`config.mk`:
```
export PLATFORM = sky130hd
export DESIGN_NAME = seg_scan_driver
export DESIGN_NICKNAME = d
export VERILOG_FILES = /design/src/rtl/seg_scan_driver.sv
export SDC_FILE = /design/constraint.sdc
export NUM_CORES = 1
export LEC_CHECK = 0
export CAP_MARGIN = 20
export CORE_MARGIN = 10
export CORE_UTILIZATION = 27
export DETAILED_ROUTE_END_ITERATION = 10
export SLEW_MARGIN = 20
export SYNTH_ARGS = -nofsm -noshare
export SYNTH_HDL_FRONTEND = slang
export SYNTH_SLANG_ARGS = --single-unit
```
`constraint.sdc`:
```
create_clock -name clk -period 2.6 [get_ports clk]
set_input_delay 0.52 -clock clk [delete_from_list [all_inputs] [get_ports clk]]
set_output_delay 0.52 -clock clk [all_outputs]
set_load 0.02 [all_outputs]
```
`src/rtl/seg_scan_driver.sv`:
```
// Multiplexed 7-segment scan driver with frame-synchronous display updates.
// Optional leading-zero blanking is enabled by defining SEG_LEADING_ZERO_BLANK_EN.
module seg_scan_driver #(
   parameter int NUM_DIGITS = 4,
   parameter int SCAN_DIV   = 50000
) (
   input  logic                    clk,
   input  logic                    rst,
   input  logic                    load,
   input  logic [4*NUM_DIGITS-1:0] value,
   input  logic [NUM_DIGITS-1:0]   dp,
   input  logic                    blank,
   output logic [6:0]              seg_n,
   output logic                    dp_n,
   output logic [NUM_DIGITS-1:0]   an_n,
   output logic                    pending,
   output logic                    upd_ack
);

   localparam int VW = 4 * NUM_DIGITS;
   localparam int PW = (SCAN_DIV > 1) ? $clog2(SCAN_DIV) : 1;
   localparam int IW = (NUM_DIGITS > 1) ? $clog2(NUM_DIGITS) : 1;
   localparam logic [PW-1:0] PRESC_MAX = PW'(SCAN_DIV - 1);
   localparam logic [IW-1:0] IDX_MAX   = IW'(NUM_DIGITS - 1);

   function automatic logic [6:0] hex_glyph(input logic [3:0] nib);
      logic [6:0] g;
      case (nib)
         4'h0: g = 7'h40;
         4'h1: g = 7'h79;
         4'h2: g = 7'h24;
         4'h3: g = 7'h30;
         4'h4: g = 7'h19;
         4'h5: g = 7'h12;
         4'h6: g = 7'h02;
         4'h7: g = 7'h78;
         4'h8: g = 7'h00;
         4'h9: g = 7'h10;
         4'hA: g = 7'h08;
         4'hB: g = 7'h03;
         4'hC: g = 7'h46;
         4'hD: g = 7'h21;
         4'hE: g = 7'h06;
         default: g = 7'h0E;
      endcase
      return g;
   endfunction

   logic [PW-1:0]         r_presc;
   logic [IW-1:0]         r_idx;
   logic [VW-1:0]         r_active_val;
   logic [NUM_DIGITS-1:0] r_active_dp;
   logic [VW-1:0]         r_shadow_val;
   logic [NUM_DIGITS-1:0] r_shadow_dp;
   logic                  r_pending;
   logic                  r_ack;
   logic [6:0]            r_seg_n;
   logic                  r_dp_n;
   logic [NUM_DIGITS-1:0] r_an_n;

   logic                  w_wrap;
   logic                  w_frame;
   logic [3:0]            w_nib;
   logic                  w_dp;
   logic [NUM_DIGITS-1:0] w_an_n;
   logic [6:0]            w_glyph;

   assign w_wrap  = (r_presc == PRESC_MAX);
   assign w_frame = w_wrap && (r_idx == IDX_MAX);

   // Scan timing: prescaler and digit index
   always_ff @(posedge clk or posedge rst) begin
      if (rst) begin
         r_presc <= '0;
         r_idx   <= '0;
      end else if (w_wrap) begin
         r_presc <= '0;
         r_idx   <= (r_idx == IDX_MAX) ? '0 : r_idx + IW'(1);
      end else begin
         r_presc <= r_presc + PW'(1);
      end
   end

   // Shadow/active double buffer; an incoming load at the boundary bypasses the shadow
   always_ff @(posedge clk or posedge rst) begin
      if (rst) begin
         r_active_val <= '0;
         r_active_dp  <= '0;
         r_shadow_val <= '0;
         r_shadow_dp  <= '0;
         r_pending    <= 1'b0;
         r_ack        <= 1'b0;
      end else begin
         r_ack <= w_frame && (r_pending || load);
         if (w_frame) begin
            if (load) begin
               r_active_val <= value;
               r_active_dp  <= dp;
            end else if (r_pending) begin
               r_active_val <= r_shadow_val;
               r_active_dp  <= r_shadow_dp;
            end
            r_pending <= 1'b0;
         end else if (load) begin
            r_shadow_val <= value;
            r_shadow_dp  <= dp;
            r_pending    <= 1'b1;
         end
      end
   end

   always_comb begin
      w_nib  = 4'h0;
      w_dp   = 1'b0;
      w_an_n = '1;
      for (int i = 0; i < NUM_DIGITS; i++) begin
         if (r_idx == IW'(i)) begin
            w_nib     = r_active_val[i*4 +: 4];
            w_dp      = r_active_dp[i];
            w_an_n[i] = 1'b0;
         end
      end
   end

`ifdef SEG_LEADING_ZERO_BLANK_EN
   logic [IW-1:0] w_msd;

   // Highest nonzero nibble; an all-zero value leaves digit 0 as the only lit digit
   always_comb begin
      w_msd = '0;
      for (int i = 0; i < NUM_DIGITS; i++) begin
         if (r_active_val[i*4 +: 4] != 4'h0) begin
            w_msd = IW'(i);
         end
      end
   end

   assign w_glyph = (r_idx > w_msd) ? 7'h7F : hex_glyph(w_nib);
`else
   assign w_glyph = hex_glyph(w_nib);
`endif

   // Output register stage
   always_ff @(posedge clk or posedge rst) begin
      if (rst) begin
         r_seg_n <= 7'h7F;
         r_dp_n  <= 1'b1;
         r_an_n  <= '1;
      end else if (blank) begin
         r_seg_n <= 7'h7F;
         r_dp_n  <= 1'b1;
         r_an_n  <= '1;
      end else begin
         r_seg_n <= w_glyph;
         r_dp_n  <= ~w_dp;
         r_an_n  <= w_an_n;
      end
   end

   assign seg_n   = r_seg_n;
   assign dp_n    = r_dp_n;
   assign an_n    = r_an_n;
   assign pending = r_pending;
   assign upd_ack = r_ack;

endmodule

```
## Word-level counts from Yosys, hierarchy flattened

Memory sizes are Yosys's and may differ from the RTL's.
Cells that the tools add are included.

| storage, ports and cells | value |
|---|---|
| register bits | 72 |
| bits in read-only memories | 112 |
| bits of input ports | 24 |
| word-level logic and storage cells | 51 |
| memories kept | 1 |

Memory list:

| memory | depth | bits a word | read ports | clocked after memory_dff | wr ports | RTL line | text |
|---|---|---|---|---|---|---|---|
| (name not given) | 16 | 7 | 1 | 0 | 0 | 28 | `case (nib)` |

| cells by class | value |
|---|---|
| $add $sub $neg | 2 |
| equal/unequal tests | 4 |
| multiplexer cells | 23 |
| bitwise logic cells | 2 |
| reduce and logical (&&, ||, !) cells | 8 |

Operator list:

| kind | count |
|---|---|
| 16-bit 2-to-1 mux | 3 |
| 4-bit 2-to-1 mux | 7 |
| 16-bit by 1-bit adder with 16-bit output (second input constant) | 1 |
| 16-bit == test (second input constant) | 1 |
| 1-bit 2-to-1 mux | 11 |
| 7-bit 2-to-1 mux | 1 |
| 2-bit == test (second input constant) | 2 |
| 2-bit AND reduction | 2 |
| 2-bit nonzero test | 2 |
| 2-bit by 1-bit adder with 2-bit output (second input constant) | 1 |
| 2-bit by 1-bit == test with 1-bit output (second input constant) | 1 |
| 1-bit logical AND | 2 |
| 2-bit zero test | 1 |
| 2-bit 2-to-1 mux | 1 |
| 1-bit NOT | 2 |
| 1-bit logical OR | 1 |

## Depth between registers and ports, before layout

Gate-level depths: netlist (run 1).

| depth | value |
|---|---|
| depth after elaboration | 7 |
| gate-level depth with buffers | 11 |
| depth with buffers taken out | 10 |

## Least setup slack after synthesis (run 1)

Ideal clock, no wire load.

| timing path | value |
|---|---|
| path type | register -> register |
| start point | reg r_idx[0] |
| end point | reg r_seg_n[0] (netlist: seg_n[0]) |
| library setup time | 0.083 ns |
| arrival | 2.185 ns |
| data required time | 2.517 ns |
| setup slack | 0.332 ns |
| cell stages (with the launch flop) | 10 |
| path buffers | 2 |
| period minus slack after synthesis | 2.268 ns |
| cell sequence | dfrtp_1 > ha_1 > clkbuf_1 > buf_2 > o311ai_1 > inv_1 > ha_1 > nand3b_1 > o311ai_1 > nand2_1 |

| on the way | value |
|---|---|
| cells in the longest elaborated chain, start to end | 7 |

Ends and longest elaborated chain:

| element | RTL line | text |
|---|---|---|
| start: declaration | 50 | `logic [IW-1:0] r_idx;` |
| start signal: assignment | 78 | `r_idx <= (r_idx == IDX_MAX) ? '0 : r_idx + IW'(1);` |
| 2-bit zero test | 117 | `if (r_idx == IW'(i)) begin` |
| 4-bit 2-to-1 mux (3 in a row) | 117 |  |
| 4-bit 2-to-1 mux (*) | 117 |  |
| memory 16 x 7 bit (*) | - |  |
| 7-bit 2-to-1 mux (*) | 149 | `end else if (blank) begin` |
| end signal: assignment | 154 | `r_seg_n <= w_glyph;` |
| end: declaration | 57 | `logic [6:0] r_seg_n;` |

Every way passes the cells marked *; elsewhere a longest branch is shown, timed or not.
A chain may end at the register's enable or synchronous reset.

## Final worst setup path (run 1)

| timing path | value |
|---|---|
| start point | reg r_idx[0] |
| end point | reg r_seg_n[3] (netlist: seg_n[3]) |

Same word-level chain as after synthesis.

==> results of run 1 <==
cells by family (layout without fill, tap and decap cells):
logic type      Yosys count  count (layout)
simple gates            113             113
flops                    72              72
compound gates           67              67
buf+inv                  33              77
mux                      24              24
xor+xnor                 13              13
fa+ha+maj                11              11
power groups by stage:
stage,clock (mW),sequential (mW),combinational [mW]
after floorplan,0,1.21,0.0700
after global placement,0,1.20,0.151
after detailed placement,0,1.21,0.154
after CTS,1.10,1.19,0.154
after global routing,1.15,1.19,0.166
final,1.07,1.19,0.150
layout by cell type (no fill, tap or decap), types with 4 or more instances in the layout:
cell	count
dfrtp_1	60
clkdlybuf4s50_1	37
nor2_1	33
nand2_1	22
mux2_1	20
o22ai_1	18
or3_1	13
nand3_1	12
dfstp_2	12
ha_1	11
inv_1	10
o31ai_2	10
buf_4	10
clkbuf_16	9
xnor2_1	8
o21ai_0	6
and3_1	6
xor2_1	5
clkbuf_1	5
and2_1	4
nor2b_1	4
mux2i_1	4
a21oi_1	4
sequential cells by signal, summed over array words and instances, names as in the netlist:
name / flops
an_n: 4
dp_n: 1
pending: 1
r_active_dp: 4
r_active_val: 16
r_idx: 2
r_presc: 16
r_shadow_dp: 4
r_shadow_val: 16
seg_n: 7
upd_ack: 1
area by class of cell:
class	count	area (sq um)
Clock inverter	2	10.01
Multi-Input combinational cell	228	1643
Fill cell	1299	8742
Clock buffer	14	244.0
Tap cell	176	220.2
Sequential cell	72	1817
Timing Repair Buffer	48	465.4
Inverter	13	48.80
routing by layer:
layer	up-vias	part of all wire, %	global-route usage [%]
met3	9	5.2	3.190
met4	0	1.1	2.751
met5	-	0	0
met1	1327	44	11.13
li1	1280	-	-
met2	50	49	16.14
worst paths after layout:
kind                       cells past startpoint          endpoint        startpoint  slack [ns]
setup / recovery                               7          seg_n[3]          r_idx[0]        0.18
hold / removal                                 1  r_shadow_val[14]  r_shadow_val[14]        0.49
setup reg to reg                               7          seg_n[3]          r_idx[0]        0.18
hold reg to reg                                1  r_shadow_val[14]  r_shadow_val[14]        0.49
max in group asynchronous                      3          seg_n[5]               rst        1.67
min in group asynchronous                      3        r_presc[0]               rst        0.58
critical path: stages (launching register included):
cell and delay [ns]:
dfrtp_1 0.42, ha_1 0.38, nand2b_1 0.21, o211ai_1 0.42, inv_1 0.15, ha_1 0.28, a2111oi_1 0.38, a31oi_1 0.08
stage by stage:
step	hold WS, ns	utilization, %	setup WS [ns]	std cells
floorplan	0.4570	-	0.2749	333
global placement	0.4727	31.66	0.2444	536
detailed placement	0.4809	31.66	0.07562	536
CTS	0.4933	33.59	0.07171	552
global route	0.4954	33.72	0.04807	553
finish	0.4903	33.72	0.1818	553
timing repair:
item	CTS	global route
gates resized for setup	0	3
setup endpoints to repair	0	6
buffers inserted	0	1
==> flow_summary.ini, run 1 <==
[clocking]
htree_num_levels = 3
cts_tree = done
cts_buffer_depth = 2
clock_latency_ns = 0.33
clockRootBuffer = clkbuf_16
holdBufCountCts = 0
clkTransAtPathRegs_ns = 0.05
cts_sinks = 72
cts_buffers = 9

[place]
dp_hpwl_mm = 5.987
io_buffers = 37
gp_congestion = 0.8018
postPlaceCellArea_sq_um = 4177

[sta]
slew_viol_final = 0
finClkSkew_ns = 0.006673
worst_pin_slew_ns = 0.5527
slew_headroom_pct = 63.06
fin_crit_sh_pct = 93.01
min_period_ns = 2.418
hold_viol_final = 0
finalSetupViolations = 0
rsz0062_at_grt = no
max_freq_mhz = 413.5
setup-tns-final_ns = 0

[power_and_ir_drop]
powerDensity_nw_per_um2 = 542.1
internal_power_mw = 1.883
p_leak_nw = 1.874
switching_share_pct = 21.89
clockPowerShare_pct = 44.6
share_comb_of_total_power_pct = 6.2
pwr-share-seq_pct = 49.2
p_total_mw = 2.411
ir_worst_vdd_mv = 0.2247
switching_power_uw = 527.8

[run]
max_cap_viol_count = 0

[synth]
async_flop_share_pct = 100.0
synthSimpleGateAreaFrac_pct = 16.35
synth_compound_area_share_pct = 14.55
synth_xor_area_share_pct = 3.153
synth_common_cells = 60 x dfrtp_1, 33 x nor2_1, 22 x nand2_1, 20 x mux2_1, 18 x o22ai_1
ys_seq_area_share_pct = 50.31
synth_area_leaders = dfrtp_1 42%, dfstp_2 8.7%, mux2_1 6.2%
syn_avg_cell_area_sq_um = 10.84
synth-adder-area-share_pct = 3.812
synthFlopType = dfrtp_1
synthesis.instances = 333
ys_ff_latch = 72
synth_edf_count = 0
ys_types = 49
yosys.area.top_type = dfrtp_1
syn-num-nets = 368
syn_area_sq_um = 3611
ys_warn_count = 0
yosysMostFrequentCell = dfrtp_1
synth_top_family_by_area = simple AND/OR/NAND/NOR gates
synth_top_area_share_pct = 41.58
synth.area.mux_share_pct = 7.346

[global_route]
antenna_found_initial = 0
grt_overflow = 0
track_usage_pct = 9.515
grt_max_degree = 73
grt_pass1_wl_mm = 14.15
grt_pass1_vias = 2808

[hold_path]
min_path_type = reg2reg

[finish]
fin_area_sq_um = 4448
area_growth_pct = 23.18
drive_above_1_share_pct = 14.32
final_nets = 407
antenna_cells = 0

[die]
initial_core_util_pct = 27.38
die_x_um = 135.6
rows = 42
coreArea_sq_um = 13190
die_h_um = 135.6
dieArea_sq_um = 18400
ios = 38

[routing]
vias_per_cell = 4.821
first_pass_iters = 5
drt_wl_total_mm = 8.332
vias = 2666
ant_nets = 0
routedWlPerCell_um = 15.07
drcViolationCount = 0
drtIter0Drc = 102

[status]
status = complete, no violations

[critical_path]
arrival_ns = 2.66
crit_path_max_fanout = 11
cp.required_ns = 2.84
crit_type = reg2reg
critPathCaptureType = flip-flop
cp-start-kind = flip-flop
(Power assumes the default switching activity.)
==> run 2: changes to the inputs <==
--- a/config.mk
+++ b/config.mk
@@ -7,8 +7,9 @@
 export LEC_CHECK = 0
 export CAP_MARGIN = 20
 export CORE_MARGIN = 10
-export CORE_UTILIZATION = 27
+export CORE_UTILIZATION = 50
 export DETAILED_ROUTE_END_ITERATION = 10
+export PLACE_DENSITY = 0.69
 export SLEW_MARGIN = 20
 export SYNTH_ARGS = -nofsm -noshare
 export SYNTH_HDL_FRONTEND = slang
==> flow_summary.ini, run 2 (synthesis gave the netlist of run 1 again) <==
[status]
status = complete, no violations

[clocking]
clkTransAtPathRegs_ns = 0.08
cts_sinks = 72
cts_buffer_depth = 2
holdBufCountCts = 0
clockRootBuffer = clkbuf_8
cts_setup_buffers = 0
cts_resized = 0
clock_latency_ns = 0.35
htree_num_levels = 3
cts_tree = done
cts_buffers = 9

[finish]
mostFrequentLayoutCells = 60 x dfrtp_1, 37 x clkdlybuf4s50_1, 33 x nor2_1
antenna_cells = 0
final_nets = 407
fin_cells = 473
area_growth_pct = 19.06
drive_above_1_share_pct = 15.38
reg_top3 = r_active_val: 16 flops, r_presc: 16 flops, r_shadow_val: 16 flops
fillers = 607
layout_commonest_cell = dfrtp_1
final_util_pct = 62.25

[power_and_ir_drop]
share_comb_of_total_power_pct = 6.3
powerDensity_nw_per_um2 = 536.4
pwr-share-seq_pct = 51.4
ir_worst_vdd_mv = 0.3048
p_total_mw = 2.306
switching_power_uw = 508.8
switching_share_pct = 22.06
clockPowerShare_pct = 42.3
internal_power_mw = 1.797
p_leak_nw = 1.858

[global_route]
grt_pass1_vias = 2840
grt_max_degree = 44
met1_usage_pct = 18.23
use_met3_pct = 3.378
grt_pass1_wl_mm = 13.42
track_usage_pct = 14.55
use_met2_pct = 23.40
grt_busiest_layer = met2
antenna_found_initial = 0
grt_overflow = 0

[sta]
whs_ns = 0.4977
min_period_ns = 2.396
hold_viol_final = 0
finalSetupViolations = 0
slew_headroom_pct = 59.78
setup-tns-final_ns = 0
worst_pin_slew_ns = 0.6032
rsz0062_at_grt = no
fin_crit_sh_pct = 92.17
slew_viol_final = 0
finClkSkew_ns = 0.008132
max_freq_mhz = 417.3

[critical_path]
crit_type = reg2reg
cp-start-kind = flip-flop
arrival_ns = 2.66
critPathCaptureType = flip-flop
crit_path_max_fanout = 9
r2r_slack_ns = 0.20
cp.required_ns = 2.86

[routing]
drcViolationCount = 0
vias_per_cell = 5.691
routedWlPerCell_um = 16.52
drt_wl_total_mm = 7.812
first_pass_iters = 4
drtIter0Drc = 80
vias = 2692
ant_nets = 0

[die]
die_x_um = 105.0
coreArea_sq_um = 6907
rows = 30
ios = 38
dieArea_sq_um = 11020
die_h_um = 105.0
initial_core_util_pct = 52.28

[run]
max_cap_viol_count = 0

[place]
dp_hpwl_mm = 5.595
dpl.cell_count = 457
io_buffers = 37
gp_congestion = 0.8713

[hold_path]
min_path_type = reg2reg
-- run 2: cell types whose count changed in the layout (fill, tap and decap cells not counted), sizes merged --
cell	previous run	this run
clkinvlp	0	1
clkinv	4	5
clkbuf	14	10
bufinv	0	2
-- run 2: power by group through the flow --
stage	Clock, mW	Sequential [mW]	Combinational, mW
final	0.975	1.19	0.146
after global routing	1.04	1.19	0.162
after CTS	0.995	1.18	0.149
after detailed placement	0	1.21	0.149
after global placement	0	1.20	0.147
after floorplan	0	1.21	0.0700
-- run 2: critical path, stage by stage (launching register included) --
cell	delay, ns
dfrtp_1	0.42
inv_1	0.09
ha_1	0.30
nor2_1	0.22
o211ai_1	0.12
o211ai_1	0.26
inv_1	0.16
ha_1	0.27
a2111oi_0	0.41
a31oi_1	0.07
-- run 2: area by class of cell --
type	instances	area (sq um)	area share, %
flip-flops and latches	72	1817	42.26
multi-input cells	228	1640	38.15
repair buffers	48	452.9	10.54
clock buffers	10	137.6	3.201
well taps	96	120.1	2.794
clock inverters	6	82.58	1.921
inverters	13	48.80	1.135
-- run 2: routing by layer --
layer / vias up / share of wire [%] / wire (um)
li1: 1275 / - / -
met1: 1358 / 47 / 3662
met2: 45 / 47 / 3698
met3: 14 / 3.8 / 300
met4: 0 / 1.9 / 150
met5: - / 0 / 0
-- run 2: stage by stage --
stage	worst slack, ns	cell area (sq um)
after floorplan	0.2749	3611
after global placement	0.2434	4071
after detailed placement	0.1125	4071
after CTS	0.1066	4292
after global routing	0.002615	4299
final	0.2037	4299
-- run 2: final timing paths --
| kind | startpoint | end | depth (start not counted) |
|---|---|---|---|
| max | r_idx[0] | seg_n[3] | 9 |
| min | r_shadow_val[11] | r_shadow_val[11] | 1 |
| max reg2reg | r_idx[0] | seg_n[3] | 9 |
| min reg2reg | r_shadow_val[11] | r_shadow_val[11] | 1 |
| max in group asynchronous | rst | r_presc[13] | 3 |
| min in group asynchronous | rst | r_shadow_val[2] | 3 |
==> run 3: changes to the inputs <==
--- a/config.mk
+++ b/config.mk
@@ -10,6 +10,7 @@
 export CORE_UTILIZATION = 50
 export DETAILED_ROUTE_END_ITERATION = 10
 export PLACE_DENSITY = 0.69
+export RECOVER_POWER = 25
 export SLEW_MARGIN = 20
 export SYNTH_ARGS = -nofsm -noshare
 export SYNTH_HDL_FRONTEND = slang
==> flow_summary.ini, run 3 (synthesis gave the netlist of run 1 again) <==
[finish]
reg_top3 = r_active_val: 16 flops, r_presc: 16 flops, r_shadow_val: 16 flops
layout_commonest_cell = dfrtp_1
fin_area_sq_um = 4293
drive_above_1_share_pct = 14.85
mostFrequentLayoutCells = 60 x dfrtp_1, 36 x clkdlybuf4s50_1, 33 x nor2_1
final_util_pct = 62.16
antenna_cells = 0
area_growth_pct = 18.88
final_nets = 407

[die]
coreArea_sq_um = 6907
rows = 30
die_h_um = 105.0
dieArea_sq_um = 11020
initial_core_util_pct = 52.28
ios = 38
die_x_um = 105.0

[sta]
finClkSkew_ns = 0.008139
setup-tns-final_ns = 0
fin_crit_sh_pct = 92.23
hold_viol_final = 0
max_freq_mhz = 417.0
slew_headroom_pct = 0.8687
finalSetupViolations = 0
worst_pin_slew_ns = 1.487
rsz0062_at_grt = no
min_period_ns = 2.398
slew_viol_final = 0

[critical_path]
r2r-start = r_idx[0]
cp.required_ns = 2.86
crit_path_max_fanout = 9
reg2reg_depth = 9
critPathCaptureType = flip-flop
cp-start-kind = flip-flop
startpoint = r_idx[0]
crit_type = reg2reg
arrival_ns = 2.66
r2r_slack_ns = 0.20

[place]
gp_congestion = 0.8713
dp_hpwl_mm = 5.595
postPlaceCellArea_sq_um = 4071
io_buffers = 37

[status]
status = complete, no violations

[power_and_ir_drop]
share_comb_of_total_power_pct = 6.3
switching_share_pct = 22.07
clockPowerShare_pct = 42.3
p_leak_nw = 1.851
switching_power_uw = 508.7
pwr-share-seq_pct = 51.4
powerDensity_nw_per_um2 = 536.8
internal_power_mw = 1.796
ir_worst_vdd_mv = 0.3040

[run]
max_cap_viol_count = 0

[hold_path]
hold_depth = 1
min_path_type = reg2reg
min_from = r_shadow_val[11]

[clocking]
clock_latency_ns = 0.34
cts_tree = done
cts_buffers = 9
cts_setup_buffers = 0
cts_buffer_depth = 2
htree_num_levels = 3
cts_sinks = 72
clkTransAtPathRegs_ns = 0.08
clockRootBuffer = clkbuf_8

[routing]
drtIter0Drc = 80
drcViolationCount = 0
vias = 2723
first_pass_iters = 4
drt_wl_total_mm = 7.810
ant_nets = 0
vias_per_cell = 5.757
routedWlPerCell_um = 16.51

[global_route]
grt_pass1_wl_mm = 13.42
antenna_found_initial = 0
track_usage_pct = 14.55
grt_pass1_vias = 2840
grt_max_degree = 44
grt_overflow = 0
[run 3: cell count changes in the layout (fill, tap and decap cells not counted)]
cell | before | now
clkbuf_2 | 0 | 1
buf_4 | 11 | 9
inv_2 | 1 | 0
clkbuf_1 | 0 | 1
clkinv_1 | 2 | 3
clkdlybuf4s50_1 | 37 | 36
dlygate4sd3_1 | 0 | 1
[run 3: path summary, 6_finish.rpt]
check	end
max	seg_n[3]
min	r_shadow_val[11]
max reg2reg	seg_n[3]
min reg2reg	r_shadow_val[11]
max in group asynchronous	r_shadow_val[8]
min in group asynchronous	r_active_dp[0]
[run 3: what timing repair did]
| item | 4_1_cts | 5_1_grt |
|---|---|---|
| gates resized for setup | 0 | 1 |
| setup endpoints to repair | 0 | 7 |
| hold buffers | 0 | 0 |
[run 3: layout make-up]
type | instances | area, sq um
Fill cell | 608 | 2614
Sequential cell | 72 | 1817
Clock inverter | 6 | 82.58
Inverter | 13 | 48.80
Multi-Input combinational cell | 228 | 1640
Tap cell | 96 | 120.1
Clock buffer | 10 | 137.6
Timing Repair Buffer | 48 | 446.7
[run 3: per-layer routing]
layer	up-vias	wire length [um]	global-route usage [%]
met2	65	3696	23.40
met3	15	324	3.378
met4	0	154	6.373
li1	1277	-	-
met1	1366	3635	18.23
met5	-	0	0
[run 3: critical path: stages (launching register included)]
cell and delay [ns]:
dfrtp_1 0.42, inv_1 0.09, ha_1 0.30, nor2_1 0.22, o211ai_1 0.12, o211ai_1 0.26
inv_1 0.16, ha_1 0.27, a2111oi_0 0.41, a31oi_1 0.07
[run 3: metrics by stage]
| stage | cells | hold WS, ns | total power, mW | setup WS (ns) |
|---|---|---|---|---|
| finish | 473 | 0.4977 | 2.305 | 0.2019 |
| global route | 473 | 0.5242 | 2.392 | 0.002615 |
| CTS | 473 | 0.4953 | 2.329 | 0.1066 |
| detailed placement | 457 | 0.4824 | 1.355 | 0.1125 |
| global placement | 457 | 0.4715 | 1.351 | 0.2434 |
| floorplan | 333 | 0.4570 | 1.278 | 0.2749 |
[run 3: power groups by stage]
stage          clock network [mW]  registers, mW  logic [mW]
3_3_place_gp                    0           1.20       0.147
3_5_place_dp                    0           1.21       0.149
6_report                    0.975           1.18       0.145
2_1_floorplan                   0           1.21      0.0700
5_1_grt                      1.04           1.19       0.160
4_1_cts                     0.995           1.18       0.149
